<file path="config.mk">
export PLATFORM = sky130hd
export DESIGN_NAME = leaky_relu_controller_flat
export DESIGN_NICKNAME = d
export VERILOG_FILES = /design/src/rtl/leaky_relu_controller_if.sv /design/src/rtl/leaky_relu_controller.sv /design/src/flat_wrapper.sv
export SDC_FILE = /design/constraint.sdc
export NUM_CORES = 1
export LEC_CHECK = 0
export ABC_CLOCK_PERIOD_IN_PS = 3900
export CAP_MARGIN = 30
export CORE_MARGIN = 4
export CORE_UTILIZATION = 64
export CTS_BUF_LIST = sky130_fd_sc_hd__clkbuf_16
export CTS_CLUSTER_SIZE = 12
export DETAILED_ROUTE_END_ITERATION = 10
export DONT_BUFFER_PORTS = 1
export PLACE_DENSITY = 0.8
export SYNTH_ARGS = -nofsm -noshare
export SYNTH_HDL_FRONTEND = slang
export SYNTH_SLANG_ARGS = --single-unit
</file>
<file path="constraint.sdc">
create_clock -name clk -period 3.9 [get_ports clk]
set_input_delay 0.975 -clock clk [delete_from_list [all_inputs] [get_ports clk]]
set_output_delay 0.975 -clock clk [all_outputs]
set_load 0.02 [all_outputs]
</file>
<file path="src/rtl/leaky_relu_controller_if.sv">
// rtl/leaky_relu_controller_if.sv - buffer read, leaky ReLU lane and write-back bundle
// master: controller side; slave: buffer/lane side.
interface leaky_relu_controller_if #(
    parameter int ADDR_W = 8
);
    logic                     rd_en;
    logic [ADDR_W-1:0]        rd_addr;
    logic signed [15:0]       rd_data_1_in;
    logic signed [15:0]       rd_data_2_in;

    logic                     lr_valid_1_out;
    logic                     lr_valid_2_out;
    logic signed [15:0]       lr_data_1_out;
    logic signed [15:0]       lr_data_2_out;
    logic signed [15:0]       lr_leak_factor_out;

    logic                     lr_valid_1_in;
    logic                     lr_valid_2_in;
    logic signed [15:0]       lr_data_1_in;
    logic signed [15:0]       lr_data_2_in;

    logic                     wr_en_1;
    logic                     wr_en_2;
    logic [ADDR_W-1:0]        wr_addr_1;
    logic [ADDR_W-1:0]        wr_addr_2;
    logic signed [15:0]       wr_data_1;
    logic signed [15:0]       wr_data_2;

    modport master (
        output rd_en, rd_addr,
        input  rd_data_1_in, rd_data_2_in,
        output lr_valid_1_out, lr_valid_2_out, lr_data_1_out, lr_data_2_out, lr_leak_factor_out,
        input  lr_valid_1_in, lr_valid_2_in, lr_data_1_in, lr_data_2_in,
        output wr_en_1, wr_en_2, wr_addr_1, wr_addr_2, wr_data_1, wr_data_2
    );

    modport slave (
        input  rd_en, rd_addr,
        output rd_data_1_in, rd_data_2_in,
        input  lr_valid_1_out, lr_valid_2_out, lr_data_1_out, lr_data_2_out, lr_leak_factor_out,
        output lr_valid_1_in, lr_valid_2_in, lr_data_1_in, lr_data_2_in,
        input  wr_en_1, wr_en_2, wr_addr_1, wr_addr_2, wr_data_1, wr_data_2
    );
endinterface

</file>
<file path="src/rtl/leaky_relu_controller.sv">
// rtl/leaky_relu_controller.sv - two-lane leaky ReLU job controller (read, feed lanes, write back)
// Optional macro LR_CTRL_SKEW_EN: lane 2 runs one cycle behind lane 1.
module leaky_relu_controller #(
    parameter int ADDR_W = 8,
    parameter int CNT_W  = 8
) (
    input  logic                     clk,
    input  logic                     rst,
    input  logic                     start,
    input  logic [ADDR_W-1:0]        src_base_in,
    input  logic [ADDR_W-1:0]        dst_base_in,
    input  logic [CNT_W-1:0]         row_count_in,
    input  logic signed [15:0]       leak_factor_in,
    output logic                     busy,
    output logic                     done,
    leaky_relu_controller_if.master  bus
);
    typedef enum logic [1:0] {IDLE, ISSUE, DRAIN, DONE} state_t;

    state_t             state;
    state_t             state_nxt;
    logic [ADDR_W-1:0]  src_base;
    logic [ADDR_W-1:0]  dst_base;
    logic [CNT_W-1:0]   row_count;
    logic [CNT_W-1:0]   rcnt;
    logic [CNT_W-1:0]   wcnt_1;
    logic [CNT_W-1:0]   wcnt_2;
    logic [CNT_W-1:0]   wcnt_1_nxt;
    logic [CNT_W-1:0]   wcnt_2_nxt;
    logic signed [15:0] leak;
    logic               v1;
    logic               accept;
    logic               active;
    logic               wr_1;
    logic               wr_2;

    assign accept = (state == IDLE) && start;
    assign active = (state == ISSUE) || (state == DRAIN);
    // Lane results are only written while a job is live and still owes rows.
    assign wr_1 = bus.lr_valid_1_in && active && (wcnt_1 != row_count);
    assign wr_2 = bus.lr_valid_2_in && active && (wcnt_2 != row_count);
    assign wcnt_1_nxt = wcnt_1 + CNT_W'(wr_1);
    assign wcnt_2_nxt = wcnt_2 + CNT_W'(wr_2);

    always_ff @(posedge clk or posedge rst) begin
        if (rst) state <= IDLE;
        else     state <= state_nxt;
    end

    always_comb begin
        state_nxt = state;
        case (state)
            IDLE:    if (start) state_nxt = (row_count_in == '0) ? DONE : ISSUE;
            ISSUE:   if (rcnt == row_count - CNT_W'(1)) state_nxt = DRAIN;
            DRAIN:   if ((wcnt_1_nxt == row_count) && (wcnt_2_nxt == row_count)) state_nxt = DONE;
            DONE:    state_nxt = IDLE;
            default: state_nxt = IDLE;
        endcase
    end

    always_ff @(posedge clk or posedge rst) begin
        if (rst) begin
            src_base  <= '0;
            dst_base  <= '0;
            row_count <= '0;
            leak      <= '0;
            rcnt      <= '0;
            wcnt_1    <= '0;
            wcnt_2    <= '0;
            v1        <= 1'b0;
        end else begin
            v1 <= (state == ISSUE);
            if (accept) begin
                src_base  <= src_base_in;
                dst_base  <= dst_base_in;
                row_count <= row_count_in;
                leak      <= leak_factor_in;
                rcnt      <= '0;
                wcnt_1    <= '0;
                wcnt_2    <= '0;
            end else begin
                if (state == ISSUE) rcnt <= rcnt + CNT_W'(1);
                wcnt_1 <= wcnt_1_nxt;
                wcnt_2 <= wcnt_2_nxt;
            end
        end
    end

`ifdef LR_CTRL_SKEW_EN
    logic               v2;
    logic signed [15:0] d2;

    always_ff @(posedge clk or posedge rst) begin
        if (rst) begin
            v2 <= 1'b0;
            d2 <= '0;
        end else begin
            v2 <= v1;
            d2 <= v1 ? bus.rd_data_2_in : 16'sd0;
        end
    end

    assign bus.lr_valid_2_out = v2;
    assign bus.lr_data_2_out  = d2;
`else
    assign bus.lr_valid_2_out = v1;
    assign bus.lr_data_2_out  = v1 ? bus.rd_data_2_in : 16'sd0;
`endif

    assign busy                   = (state != IDLE);
    assign done                   = (state == DONE);
    assign bus.rd_en              = (state == ISSUE);
    assign bus.rd_addr            = (state == ISSUE) ? src_base + ADDR_W'(rcnt) : '0;
    assign bus.lr_valid_1_out     = v1;
    assign bus.lr_data_1_out      = v1 ? bus.rd_data_1_in : 16'sd0;
    assign bus.lr_leak_factor_out = leak;

    assign bus.wr_en_1   = wr_1;
    assign bus.wr_en_2   = wr_2;
    assign bus.wr_addr_1 = wr_1 ? dst_base + ADDR_W'(wcnt_1) : '0;
    assign bus.wr_addr_2 = wr_2 ? dst_base + ADDR_W'(wcnt_2) : '0;
    assign bus.wr_data_1 = wr_1 ? bus.lr_data_1_in : 16'sd0;
    assign bus.wr_data_2 = wr_2 ? bus.lr_data_2_in : 16'sd0;
endmodule
</file>
<file path="src/flat_wrapper.sv">
// flat-port wrapper written by rule: the top's interface ports become plain ports
module leaky_relu_controller_flat 
#(
    parameter int ADDR_W = 8,
    parameter int CNT_W  = 8
)
  (clk, rst, start, src_base_in, dst_base_in, row_count_in, leak_factor_in, busy, done, bus_rd_en, bus_rd_addr, bus_rd_data_1_in, bus_rd_data_2_in, bus_lr_valid_1_out, bus_lr_valid_2_out, bus_lr_data_1_out, bus_lr_data_2_out, bus_lr_leak_factor_out, bus_lr_valid_1_in, bus_lr_valid_2_in, bus_lr_data_1_in, bus_lr_data_2_in, bus_wr_en_1, bus_wr_en_2, bus_wr_addr_1, bus_wr_addr_2, bus_wr_data_1, bus_wr_data_2);
  leaky_relu_controller_if #(.ADDR_W(ADDR_W)) bus_i ();
  input  logic clk;
  input  logic rst;
  input  logic start;
  input  logic [ADDR_W-1:0] src_base_in;
  input  logic [ADDR_W-1:0] dst_base_in;
  input  logic [CNT_W-1:0] row_count_in;
  input  logic signed [15:0] leak_factor_in;
  output logic busy;
  output logic done;
  output wire logic [$bits(bus_i.rd_en)-1:0] bus_rd_en;
  output wire logic [$bits(bus_i.rd_addr)-1:0] bus_rd_addr;
  input wire logic [$bits(bus_i.rd_data_1_in)-1:0] bus_rd_data_1_in;
  input wire logic [$bits(bus_i.rd_data_2_in)-1:0] bus_rd_data_2_in;
  output wire logic [$bits(bus_i.lr_valid_1_out)-1:0] bus_lr_valid_1_out;
  output wire logic [$bits(bus_i.lr_valid_2_out)-1:0] bus_lr_valid_2_out;
  output wire logic [$bits(bus_i.lr_data_1_out)-1:0] bus_lr_data_1_out;
  output wire logic [$bits(bus_i.lr_data_2_out)-1:0] bus_lr_data_2_out;
  output wire logic [$bits(bus_i.lr_leak_factor_out)-1:0] bus_lr_leak_factor_out;
  input wire logic [$bits(bus_i.lr_valid_1_in)-1:0] bus_lr_valid_1_in;
  input wire logic [$bits(bus_i.lr_valid_2_in)-1:0] bus_lr_valid_2_in;
  input wire logic [$bits(bus_i.lr_data_1_in)-1:0] bus_lr_data_1_in;
  input wire logic [$bits(bus_i.lr_data_2_in)-1:0] bus_lr_data_2_in;
  output wire logic [$bits(bus_i.wr_en_1)-1:0] bus_wr_en_1;
  output wire logic [$bits(bus_i.wr_en_2)-1:0] bus_wr_en_2;
  output wire logic [$bits(bus_i.wr_addr_1)-1:0] bus_wr_addr_1;
  output wire logic [$bits(bus_i.wr_addr_2)-1:0] bus_wr_addr_2;
  output wire logic [$bits(bus_i.wr_data_1)-1:0] bus_wr_data_1;
  output wire logic [$bits(bus_i.wr_data_2)-1:0] bus_wr_data_2;
  assign bus_rd_en = bus_i.rd_en;
  assign bus_rd_addr = bus_i.rd_addr;
  assign bus_i.rd_data_1_in = bus_rd_data_1_in;
  assign bus_i.rd_data_2_in = bus_rd_data_2_in;
  assign bus_lr_valid_1_out = bus_i.lr_valid_1_out;
  assign bus_lr_valid_2_out = bus_i.lr_valid_2_out;
  assign bus_lr_data_1_out = bus_i.lr_data_1_out;
  assign bus_lr_data_2_out = bus_i.lr_data_2_out;
  assign bus_lr_leak_factor_out = bus_i.lr_leak_factor_out;
  assign bus_i.lr_valid_1_in = bus_lr_valid_1_in;
  assign bus_i.lr_valid_2_in = bus_lr_valid_2_in;
  assign bus_i.lr_data_1_in = bus_lr_data_1_in;
  assign bus_i.lr_data_2_in = bus_lr_data_2_in;
  assign bus_wr_en_1 = bus_i.wr_en_1;
  assign bus_wr_en_2 = bus_i.wr_en_2;
  assign bus_wr_addr_1 = bus_i.wr_addr_1;
  assign bus_wr_addr_2 = bus_i.wr_addr_2;
  assign bus_wr_data_1 = bus_i.wr_data_1;
  assign bus_wr_data_2 = bus_i.wr_data_2;
  leaky_relu_controller #(.ADDR_W(ADDR_W), .CNT_W(CNT_W)) u_core (.clk(clk), .rst(rst), .start(start), .src_base_in(src_base_in), .dst_base_in(dst_base_in), .row_count_in(row_count_in), .leak_factor_in(leak_factor_in), .busy(busy), .done(done), .bus(bus_i));
endmodule
</file>
* After elaboration in Yosys (flattened, before gate mapping)
Index checks and enable logic that the tools add are counted.
** Storage, ports and cells
- Bits in registers :: 67
- Input bits :: 109
- Logic and storage cells :: 55
- Output and inout port bits :: 111
** Cells by class
- Add/subtract/negate cells :: 7
- Mux-type cells :: 16
- Equality and inequality tests :: 11
- Reductions and logical operators :: 12
** Operator list (count)
- $mux W16 :: 4
- $mux W8 :: 7
- $add A8 B8 Y8 :: 3
- $eq A8 B8 Y1 :: 3
- $add A8 B1 Y8 :: 2
- $ne A8 B8 Y1 :: 2
- $add A8 B1 Y8 const B :: 1
- $logic_not A8 Y1 :: 1
- $mux W2 :: 4
- $pmux W2 S4 :: 1
- $sub A8 B1 Y8 const B :: 1
- $logic_and A1 B1 Y1 :: 6
- $eq A2 B2 Y1 const B :: 2
- $ne A2 B2 Y1 const B :: 2
- $reduce_bool A2 Y1 :: 2
- $reduce_and A3 Y1 :: 1
- $eq A2 B1 Y1 const B :: 1
- $logic_not A2 Y1 :: 1
- $ne A2 B1 Y1 const B :: 1
- $logic_or A1 B1 Y1 :: 1

* Logic depth before layout (Yosys ltp)
Gate-level depths: netlist (run 1).
- Depth in word-level cells :: 9
- Mapped depth :: 14
- Gate-level depth less buffers :: 13

* Worst setup path before layout (run 1)
OpenSTA, ideal clock, no wires.
- Path kind :: in2reg
- Start point :: input port bus_lr_valid_1_in
- End point :: register u_core.state[0]
- Cell stages on the path :: 12
- Path buffers :: 1
- Data required time :: 3.774 ns
- Setup time :: 0.126 ns
- Data arrival time :: 3.473 ns
- Path slack :: 0.301 ns
- Cells stage by stage :: nand2_1 -> a41oi_1 -> clkbuf_1 -> ha_1 -> ha_1 -> nand3_1 -> or3_1 -> and2_1 -> a22o_1 -> a31oi_1 -> nor3_2 -> o32a_1
** Between the ends
- Longest elaborated chain between the ends :: 7
** Ends and longest elaborated chain
- start: declaration :: line flat_wrapper.sv:27 : input wire logic [$bits(bus_i.lr_valid_1_in)-1:0] bus_lr_valid_1_in;
- $logic_and A1 B1 Y1 (2 in a row) :: line leaky_relu_controller.sv:40 : assign wr_1 = bus.lr_valid_1_in && active && (wcnt_1 != row_count);
- named net bus_wr_en_1 :: line flat_wrapper.sv:31 : output wire logic [$bits(bus_i.wr_en_1)-1:0] bus_wr_en_1;
- $add A8 B1 Y8 :: line leaky_relu_controller.sv:42 : assign wcnt_1_nxt = wcnt_1 + CNT_W'(wr_1);
- $eq A8 B8 Y1 :: line leaky_relu_controller.sv:55 : DRAIN: if ((wcnt_1_nxt == row_count) && (wcnt_2_nxt == row_count)) state_nxt = DONE;
- $logic_and A1 B1 Y1 :: line leaky_relu_controller.sv:55
- $ne A2 B2 Y1 (no line)
- $reduce_and A3 Y1 (no line)
- end signal: assignment :: line leaky_relu_controller.sv:47 : else state <= state_nxt;
- end: declaration :: line leaky_relu_controller.sv:20 : state_t state;
The timed path passes the listed nets, and every way through them passes these cells.
A chain may end at the register's enable or synchronous reset.

* Final worst setup path (run 1)
- Start point :: register u_core.wcnt_1[0]
- End point :: output port bus_wr_addr_1[6]
** Between the ends
- Longest elaborated chain between the ends :: 3
- Elaborated cells between the ends (all ways) :: 4
- Those cells by class :: add/sub: 1; eq/ne: 1; mux: 1; reduce/logical: 1
** Ends and longest elaborated chain
- start: declaration :: line leaky_relu_controller.sv:26 : logic [CNT_W-1:0] wcnt_1;
- start signal: assignment :: line leaky_relu_controller.sv:83 : wcnt_1 <= wcnt_1_nxt;
- parallel branches: the longest is 2 deep, another holds $add A8 B8 Y8
- $mux W8 * :: line leaky_relu_controller.sv:120 : assign bus.wr_addr_1 = wr_1 ? dst_base + ADDR_W'(wcnt_1) : '0;
- end: declaration :: line flat_wrapper.sv:33 : output wire logic [$bits(bus_i.wr_addr_1)-1:0] bus_wr_addr_1;
Mark *: on every way between the ends.

==> flow_summary.toml, run 1 <==
[yosys]
syn_area_per_cell_um2 = 8.50
seq_area_frac_synth = 0.346
synth_area_um2 = 4840
ys_warn_count = 0
ys.flop_type = "dfrtp_1"
synth.distinct_cells = 53
synth_nets = 714
yosysTopAreaCellShare = 0.346
ys_ff_latch = 67
async_flop_share = 1.00
synth-edff-count = 0
synthCells = 570
synthTopCellsByArea = "dfrtp_1 (35%), and2_1 (12%), nand2_1 (9.8%)"
synth_top_area_cell = "dfrtp_1"

[timing]
setup_tns_ps = 0
finClkSkew_ps = 4.54
max_freq_mhz = 282
maxSlewHeadroom = 0.391
rsz0062_at_grt = "false"
min_period_ps = 3550
setup_viol = 0
drv_slew = 0
hold_viol_final = 0
worst-slew-pin-transition_ps = 914
whs_ps = 480
fin_crit_sh = 0.910

[layout]
finalNonFillerCells = 664
final_util = 0.716
fin_area_um2 = 5220
nFillCells = 555
final_layout_size_suffix_gt1_frac = 0.0708
area_growth_pct = 7.72
multiInputGateArea_um2 = 3000
final_common_cell = "nand2_1"
nNetsFinal = 704
n_antenna_cell = 0
layout_common_cells = "nand2_1 (126), and2_1 (93), dfrtp_1 (67)"
regArea_um2 = 1680

[die]
dieWidth_um = 95.0
core_um2 = 7290
row_count = 31
ioPinCount = 220
start_util = 0.664
die_y_um = 95.0
die_area_um2 = 9030

[clock_tree]
clk_pin_slew_ps = 60
cts_buffers = 9
post_cts_buffers = 0
postCtsHoldBufs = 0
clk-insertion-delay-late_ps = 330
post_cts_resized = 0
cts_tree = "yes"
htreeDepth = 3
cts_root_buffer = "clkbuf_16"
clk_path_buf_depth = 2
cts.sinks = 67

[global_route]
grt_pass1_wl_um = 18700
grt_use_total = 0.270
grt_max_degree = 60
gr-total-overflow = 0
antenna_found_initial = 0
grt_pass1_vias = 3764

[power_and_ir_drop]
p_leak_uw = 0.00261
vdd_ir_drop_max_mv = 0.476
powerDensity_nw_per_um2 = 940

[placement]
place_hpwl_um = 9460
place_inst = 647
port_buffers = 0
placedInstanceArea_um2 = 4900
gp_congestion = 0.993

[detailed_routing]
wl_um = 12200
post-route-drc-count = 0
first_pass_iters = 5
first_iter_violations = 226
viasPerCell = 5.97
postRouteAntennaNets = 0
num_vias = 3964
wl_per_cell_um = 18.4

[worst_setup_path]
arrival_ps = 2570
crit_type = "register to primary output"
crit_path_max_fanout = 3
start_kind = "register"
cp_data_required_time_ps = 2920
end_kind = "primary output"

[flow_run]
max_cap_viol_count = 0

[run_status]
outcome = "finished, final reports clean"

[min_path]
hp-class = "register to register"
==> power by group <==
group          total (uW)  leakage (uW)  switching (uW)  internal [uW]
sequential           1520      0.000857             534            982
combinational        2570       0.00161            1580            996
clock                 815      0.000134             318            498
total                4900       0.00261            2430           2480
==> kinds of logic (layout without fill, tap and decap cells) <==
| family | after synthesis | in the layout | share of synthesized area |
|---|---|---|---|
| AND/OR/NAND/NOR | 306 | 306 | 0.319 |
| buffers and inverters | 39 | 34 | 0.0369 |
| adder cells (fa/ha/maj) | 35 | 35 | 0.0950 |
| flip-flops | 67 | 67 | 0.346 |
| multiplexers | 2 | 2 | 0.00413 |
| AO/OA/AOI/OAI | 63 | 63 | 0.0922 |
| XOR/XNOR | 58 | 58 | 0.106 |
==> routing by layer <==
metal	track usage	up-vias	part of all wire
met5	0	-	0
met4	0.111	0	0.028
met3	0.0614	27	0.098
met2	0.443	239	0.49
met1	0.345	1844	0.38
li1	-	1854	-
==> worst max-delay path: stages, from the launching register on <==
cell and delay [ps]:
dfrtp_1 420, ha_1 240, fa_1 400, a21o_1 190, a21o_1 220, a21o_1 190, a21oi_1 170, xnor2_1 140
and2_1 260
==> per-stage QoR <==
stage / setup WS [ps] / total power [uW]
final: 352 / 4900
after global routing: 234 / 5280
after CTS: 338 / 4910
after detailed placement: 639 / 4070
after global placement: 709 / 3970
after floorplan: 301 / 3570
==> sequential cells by signal (all words and copies together), names as in the netlist <==
register	cells
u_core.state	2
u_core.wcnt_2	8
u_core.row_count	8
u_core.bus.lr_valid_1_out	1
u_core.src_base	8
u_core.wcnt_1	8
u_core.bus.lr_leak_factor_out	16
u_core.rcnt	8
u_core.dst_base	8
==> cells in the mapped netlist, drive strengths merged, types with 7 or more instances <==
library cell  number
a21o              13
and2              95
a21oi             13
clkbuf            21
ha                32
o21ai              9
nand3              8
buf                9
nor2b              7
xnor2             28
nand2            126
xor2              30
nor3              11
dfrtp             67
nor2              30
inv                9
==> cell type report <==
cell class	count	area share
sequential	67	0.321
tap	99	0.0237
clock inverter	7	0.0149
inverter	9	0.00647
timing repair buffer	9	0.0153
multi-input combinational	464	0.575
clock buffer	9	0.0432
==> worst paths after layout <==
check,start,depth (start not counted),slack (ps),to
worst max-delay path,u_core.wcnt_1[0]$_DFF_PP0_,8,350,bus_wr_addr_1[6]
max in group asynchronous,rst,2,2380,u_core.dst_base[7]$_DFFE_PP0P_
worst min register to register,u_core.src_base[0]$_DFFE_PP0P_,2,480,u_core.src_base[0]$_DFFE_PP0P_
min in group asynchronous,rst,1,610,u_core.bus.lr_leak_factor_out[3]$_DFFE_PP0P_
worst min-delay path,u_core.src_base[0]$_DFFE_PP0P_,2,480,u_core.src_base[0]$_DFFE_PP0P_
worst max register to register,u_core.wcnt_1[2]$_DFF_PP0_,12,620,u_core.state[1]$_DFFE_PP0P_
Note: power is estimated with default switching activity, not from simulation.
==> run 2: changes to the inputs <==
--- a/config.mk
+++ b/config.mk
@@ -8,12 +8,11 @@
 export ABC_CLOCK_PERIOD_IN_PS = 3900
 export CAP_MARGIN = 30
 export CORE_MARGIN = 4
-export CORE_UTILIZATION = 64
+export CORE_UTILIZATION = 35
 export CTS_BUF_LIST = sky130_fd_sc_hd__clkbuf_16
 export CTS_CLUSTER_SIZE = 12
 export DETAILED_ROUTE_END_ITERATION = 10
 export DONT_BUFFER_PORTS = 1
-export PLACE_DENSITY = 0.8
 export SYNTH_ARGS = -nofsm -noshare
 export SYNTH_HDL_FRONTEND = slang
 export SYNTH_SLANG_ARGS = --single-unit
==> run 2 against run 1 <==
Effect of this change: cell area up 2.4%; setup slack better by 6.2 ps; count of clock-buffer cells in the layout unchanged; maximum frequency up 0.17%; routed wire length up 5.3%; combinational power about the same; utilization down 32 points; global-route usage down 11 points; non-clock buffer count up 3.
==> flow_summary.toml, run 2 (same netlist as run 1, synthesis figures left out) <==
[detailed_routing]
postRouteAntennaNets = 0
first_iter_violations = 218
viasPerCell = 5.23
first_pass_iters = 4
post-route-drc-count = 0
num_vias = 3890
wl_um = 12900
wl_per_cell_um = 17.3

[power_and_ir_drop]
p_leak_uw = 0.00265
powerDensity_nw_per_um2 = 925
vdd_ir_drop_max_mv = 0.340

[layout]
final_common_cell = "nand2_1"
layout_common_cells = "nand2_1 (125), and2_1 (93), dfrtp_1 (67)"
nNetsFinal = 707
n_antenna_cell = 0
fin_area_um2 = 5350
area_growth_pct = 10.4
final_layout_size_suffix_gt1_frac = 0.0757
largest_reg_flops = 16
final_util = 0.399

[global_route]
antenna_found_initial = 0
grt_pass1_vias = 3963
gr-total-overflow = 0
grt_max_degree = 46
grt_use_total = 0.160
grt_pass1_wl_um = 20200

[clock_tree]
post_cts_resized = 0
htreeDepth = 3
post_cts_buffers = 0
clk_path_buf_depth = 2
cts_buffers = 9
postCtsHoldBufs = 0
cts_tree = "yes"
clk-insertion-delay-late_ps = 330
clk_pin_slew_ps = 50
cts.sinks = 67
cts_root_buffer = "clkbuf_16"

[worst_setup_path]
slowest_delay_ps = 440
slowest_stage = "dfrtp_1"
start_kind = "register"
cp_data_required_time_ps = 2920
crit_type = "register to primary output"
crit_top_cell = "a21o_1"
path_cells = "ha_1 -> fa_1 -> a21o_1 -> a21o_1 -> a21o_1 -> a21oi_1 -> xnor2_1 -> and2_1"
crit_path_max_fanout = 3
arrival_ps = 2570
end_kind = "primary output"

[timing]
max_freq_mhz = 282
maxSlewHeadroom = 0.390
drv_slew = 0
setup_viol = 0
finClkSkew_ps = 6.56
setup_tns_ps = 0
fin_crit_sh = 0.908
hold_viol_final = 0
worst-slew-pin-transition_ps = 915
min_period_ps = 3540
rsz0062_at_grt = "false"

[placement]
port_buffers = 0
placedInstanceArea_um2 = 5040
place_hpwl_um = 10200
gp_congestion = 0.913

[die]
core_um2 = 13400
ioPinCount = 220
start_util = 0.362
die_y_um = 126
dieWidth_um = 126
die_area_um2 = 15800
row_count = 42

[min_path]
hp-class = "register to register"

[run_status]
outcome = "finished, final reports clean"

[flow_run]
max_cap_viol_count = 0
## run 2: cell types whose count changed in the layout (fill, tap and decap cells not counted)
cell | previous run | this run
buf_4 | 8 | 11
inv_6 | 1 | 0
clkinv_2 | 0 | 4
clkinv_4 | 1 | 0
bufinv_16 | 1 | 2
inv_1 | 8 | 9
nand2_2 | 0 | 1
clkinvlp_4 | 4 | 0
nand2_1 | 126 | 125
## run 2: final timing paths
kind                                           startpoint                        endpoint  slack (ps)  cells past startpoint
max in group asynchronous                             rst  u_core.dst_base[5]$_DFFE_PP0P_        2510                      2
setup / recovery               u_core.wcnt_2[0]$_DFF_PP0_                bus_wr_addr_2[6]         360                      8
min in group asynchronous                             rst  u_core.src_base[3]$_DFFE_PP0P_         660                      1
setup reg to reg              u_core.state[0]$_DFFE_PP0P_     u_core.state[0]$_DFFE_PP0P_         740                     13
hold reg to reg            u_core.src_base[5]$_DFFE_PP0P_  u_core.src_base[5]$_DFFE_PP0P_         480                      2
hold / removal             u_core.src_base[5]$_DFFE_PP0P_  u_core.src_base[5]$_DFFE_PP0P_         480                      2
## run 2: metrics by stage
| stage | power [uW] | hold WS (ps) | worst slack [ps] | std cells |
|---|---|---|---|---|
| CTS | 5020 | 482 | 338 | 744 |
| global placement | 4070 | 472 | 693 | 727 |
| global route | 5370 | 526 | 238 | 744 |
| detailed placement | 4140 | 469 | 634 | 728 |
| floorplan | 3570 | 450 | 301 | 570 |
| finish | 4950 | 478 | 358 | 744 |
## run 2: layout make-up
| class | instances | area [um2] |
|---|---|---|
| tap | 176 | 220 |
| clock buffer | 9 | 225 |
| inverter | 9 | 33.8 |
| fill | 1320 | 8050 |
| timing repair buffer | 12 | 103 |
| multi-input combinational | 464 | 3000 |
| sequential | 67 | 1680 |
| clock inverter | 7 | 83.8 |
## run 2: metal layers
| metal | wire [um] | part of all wire | up-vias | global-route usage |
|---|---|---|---|---|
| li1 | - | - | 1863 | - |
| met1 | 5210 | 0.41 | 1856 | 0.192 |
| met2 | 6470 | 0.50 | 149 | 0.273 |
| met3 | 837 | 0.065 | 22 | 0.0347 |
| met4 | 333 | 0.026 | 0 | 0.0733 |
| met5 | 0 | 0 | - | 0 |
## run 2: critical path, delay by kind of cell (launching register included)
family	cells	cell delay (ps)
compound gates	4	740
fa+ha+maj	2	660
flops	1	440
simple gates	1	260
xor+xnor	1	140
## run 2: power by group
group,switching (uW),internal [uW]
Clock,298,552
Combinational,1580,1010
Sequential,519,983
Total,2400,2550
==> run 3: changes to the inputs <==
--- a/config.mk
+++ b/config.mk
@@ -10,9 +10,11 @@
 export CORE_MARGIN = 4
 export CORE_UTILIZATION = 35
 export CTS_BUF_LIST = sky130_fd_sc_hd__clkbuf_16
-export CTS_CLUSTER_SIZE = 12
+export CTS_CLUSTER_SIZE = 14
 export DETAILED_ROUTE_END_ITERATION = 10
 export DONT_BUFFER_PORTS = 1
+export PLACE_DENSITY = 0.59
 export SYNTH_ARGS = -nofsm -noshare
 export SYNTH_HDL_FRONTEND = slang
 export SYNTH_SLANG_ARGS = --single-unit
+export TNS_END_PERCENT = 50
==> run 3 against run 2 <==
Effect of this change: sequential share of layout area down 0.26 points; first-iteration DRC count down 31%; non-clock buffer count up 1; cell area up 0.84%; largest power group unchanged; via count up 1.1%; clock power up 8.8%; die area unchanged; power up 2.3%; maximum frequency down 1.6%; clock skew up 4.4 ps; combinational power up 2%; sequential cell count unchanged.
==> flow_summary.toml, run 3 (same netlist as run 1, synthesis figures left out) <==
[placement]
gp_congestion = 0.932
place_hpwl_um = 10300
port_buffers = 0

[worst_setup_path]
cp_data_required_time_ps = 2920
path_cells = "ha_1 -> fa_1 -> a21o_1 -> a21o_1 -> a21o_1 -> a21oi_1 -> xnor2_1 -> and2_1"
slowest_stage = "dfrtp_1"
path_buf_inv = 0
crit_path_max_fanout = 5
slowest_delay_ps = 470
start_kind = "register"
end_kind = "primary output"
r2r_setup_slack_ps = 610
crit_family = "compound AO/OA/AOI/OAI gates"
arrival_ps = 2620
crit_top_cell = "a21o_1"
crit_type = "register to primary output"

[global_route]
grt_pass1_wl_um = 20300
grt_max_degree = 44
grt_pass1_vias = 4027
gr-total-overflow = 0
antenna_found_initial = 0
grt_use_total = 0.159

[die]
row_count = 42
dieWidth_um = 126
die_area_um2 = 15800
die_y_um = 126
ioPinCount = 220
start_util = 0.362
core_um2 = 13400

[layout]
final_layout_size_suffix_gt1_frac = 0.0773
largest_reg_flops = 16
layout_common_cells = "nand2_1 (126), and2_1 (93), dfrtp_1 (67)"
n_antenna_cell = 0
final_common_cell = "nand2_1"
area_growth_pct = 11.3
nNetsFinal = 708

[clock_tree]
htreeDepth = 3
cts.sinks = 67
cts_tree = "yes"
cts_buffers = 9
clk_path_buf_depth = 2
cts_root_buffer = "clkbuf_16"
postCtsHoldBufs = 0
post_cts_resized = 0
clk_pin_slew_ps = 50
clk-insertion-delay-late_ps = 340
post_cts_buffers = 0

[timing]
drv_slew = 0
rsz0062_at_grt = "false"
worst-slew-pin-transition_ps = 914
finClkSkew_ps = 10.9
fin_crit_sh = 0.923
whs_ps = 480
hold_viol_final = 0
max_freq_mhz = 278
maxSlewHeadroom = 0.391
min_period_ps = 3600
setup_tns_ps = 0
setup_viol = 0

[power_and_ir_drop]
pwr-share-seq = 0.298
vdd_ir_drop_max_mv = 0.299
p_leak_uw = 0.00266
powerDensity_nw_per_um2 = 939
swShare = 0.481
p_switching_uw = 2430
power_frac_comb = 0.519
power.internal_uw = 2630
pwr-share-clk = 0.183

[detailed_routing]
first_iter_violations = 151
postRouteAntennaNets = 0
wl_per_cell_um = 17.3
wl_um = 12900
num_vias = 3932
viasPerCell = 5.28
post-route-drc-count = 0
first_pass_iters = 4

[flow_run]
max_cap_viol_count = 0

[min_path]
hp-class = "register to register"

[run_status]
outcome = "finished, final reports clean"
[run 3: power groups by stage]
stage / clock, uW / sequential, uW / combinational, uW
CTS: 949 / 1510 / 2650
global placement: 0 / 1510 / 2550
global route: 981 / 1570 / 2910
finish: 925 / 1510 / 2630
floorplan: 0 / 1310 / 2270
detailed placement: 0 / 1520 / 2640
[run 3: area by class of cell]
cell class	count	area, um2
clock inverters	7	116
clock buffers	9	225
flip-flops and latches	67	1680
multi-input cells	464	3000
well taps	176	220
fillers	1356	8010
inverters	9	33.8
repair buffers	13	118
[run 3: worst min-delay path, stage by stage, from the launching register on]
cell,delay [ps]
dfrtp_1,340
nand2_1,50
nand2_1,50
[run 3: worst paths after layout]
path | from | endpoint | cells past startpoint
setup / recovery | u_core.rcnt[0]$_DFFE_PP0P_ | bus_rd_addr[6] | 8
hold / removal | u_core.src_base[6]$_DFFE_PP0P_ | u_core.src_base[6]$_DFFE_PP0P_ | 2
setup reg to reg | u_core.row_count[4]$_DFFE_PP0P_ | u_core.state[1]$_DFFE_PP0P_ | 12
hold reg to reg | u_core.src_base[6]$_DFFE_PP0P_ | u_core.src_base[6]$_DFFE_PP0P_ | 2
max in group asynchronous | rst | u_core.dst_base[5]$_DFFE_PP0P_ | 2
min in group asynchronous | rst | u_core.rcnt[7]$_DFFE_PP0P_ | 1
[run 3: metal layers]
metal / part of all wire / track usage
met5: 0 / 0
met3: 0.062 / 0.0326
met2: 0.52 / 0.284
met4: 0.024 / 0.0708
met1: 0.40 / 0.182
[run 3: stage by stage]
stage,utilization,setup slack (ps),power (uW),cells,area [um2]
finish,0.402,302,5060,745,5390
global route,0.402,121,5460,745,5390
CTS,0.402,290,5120,745,5390
detailed placement,0.377,633,4170,729,5050
global placement,0.375,698,4060,728,5020
floorplan,-,301,3570,570,4840
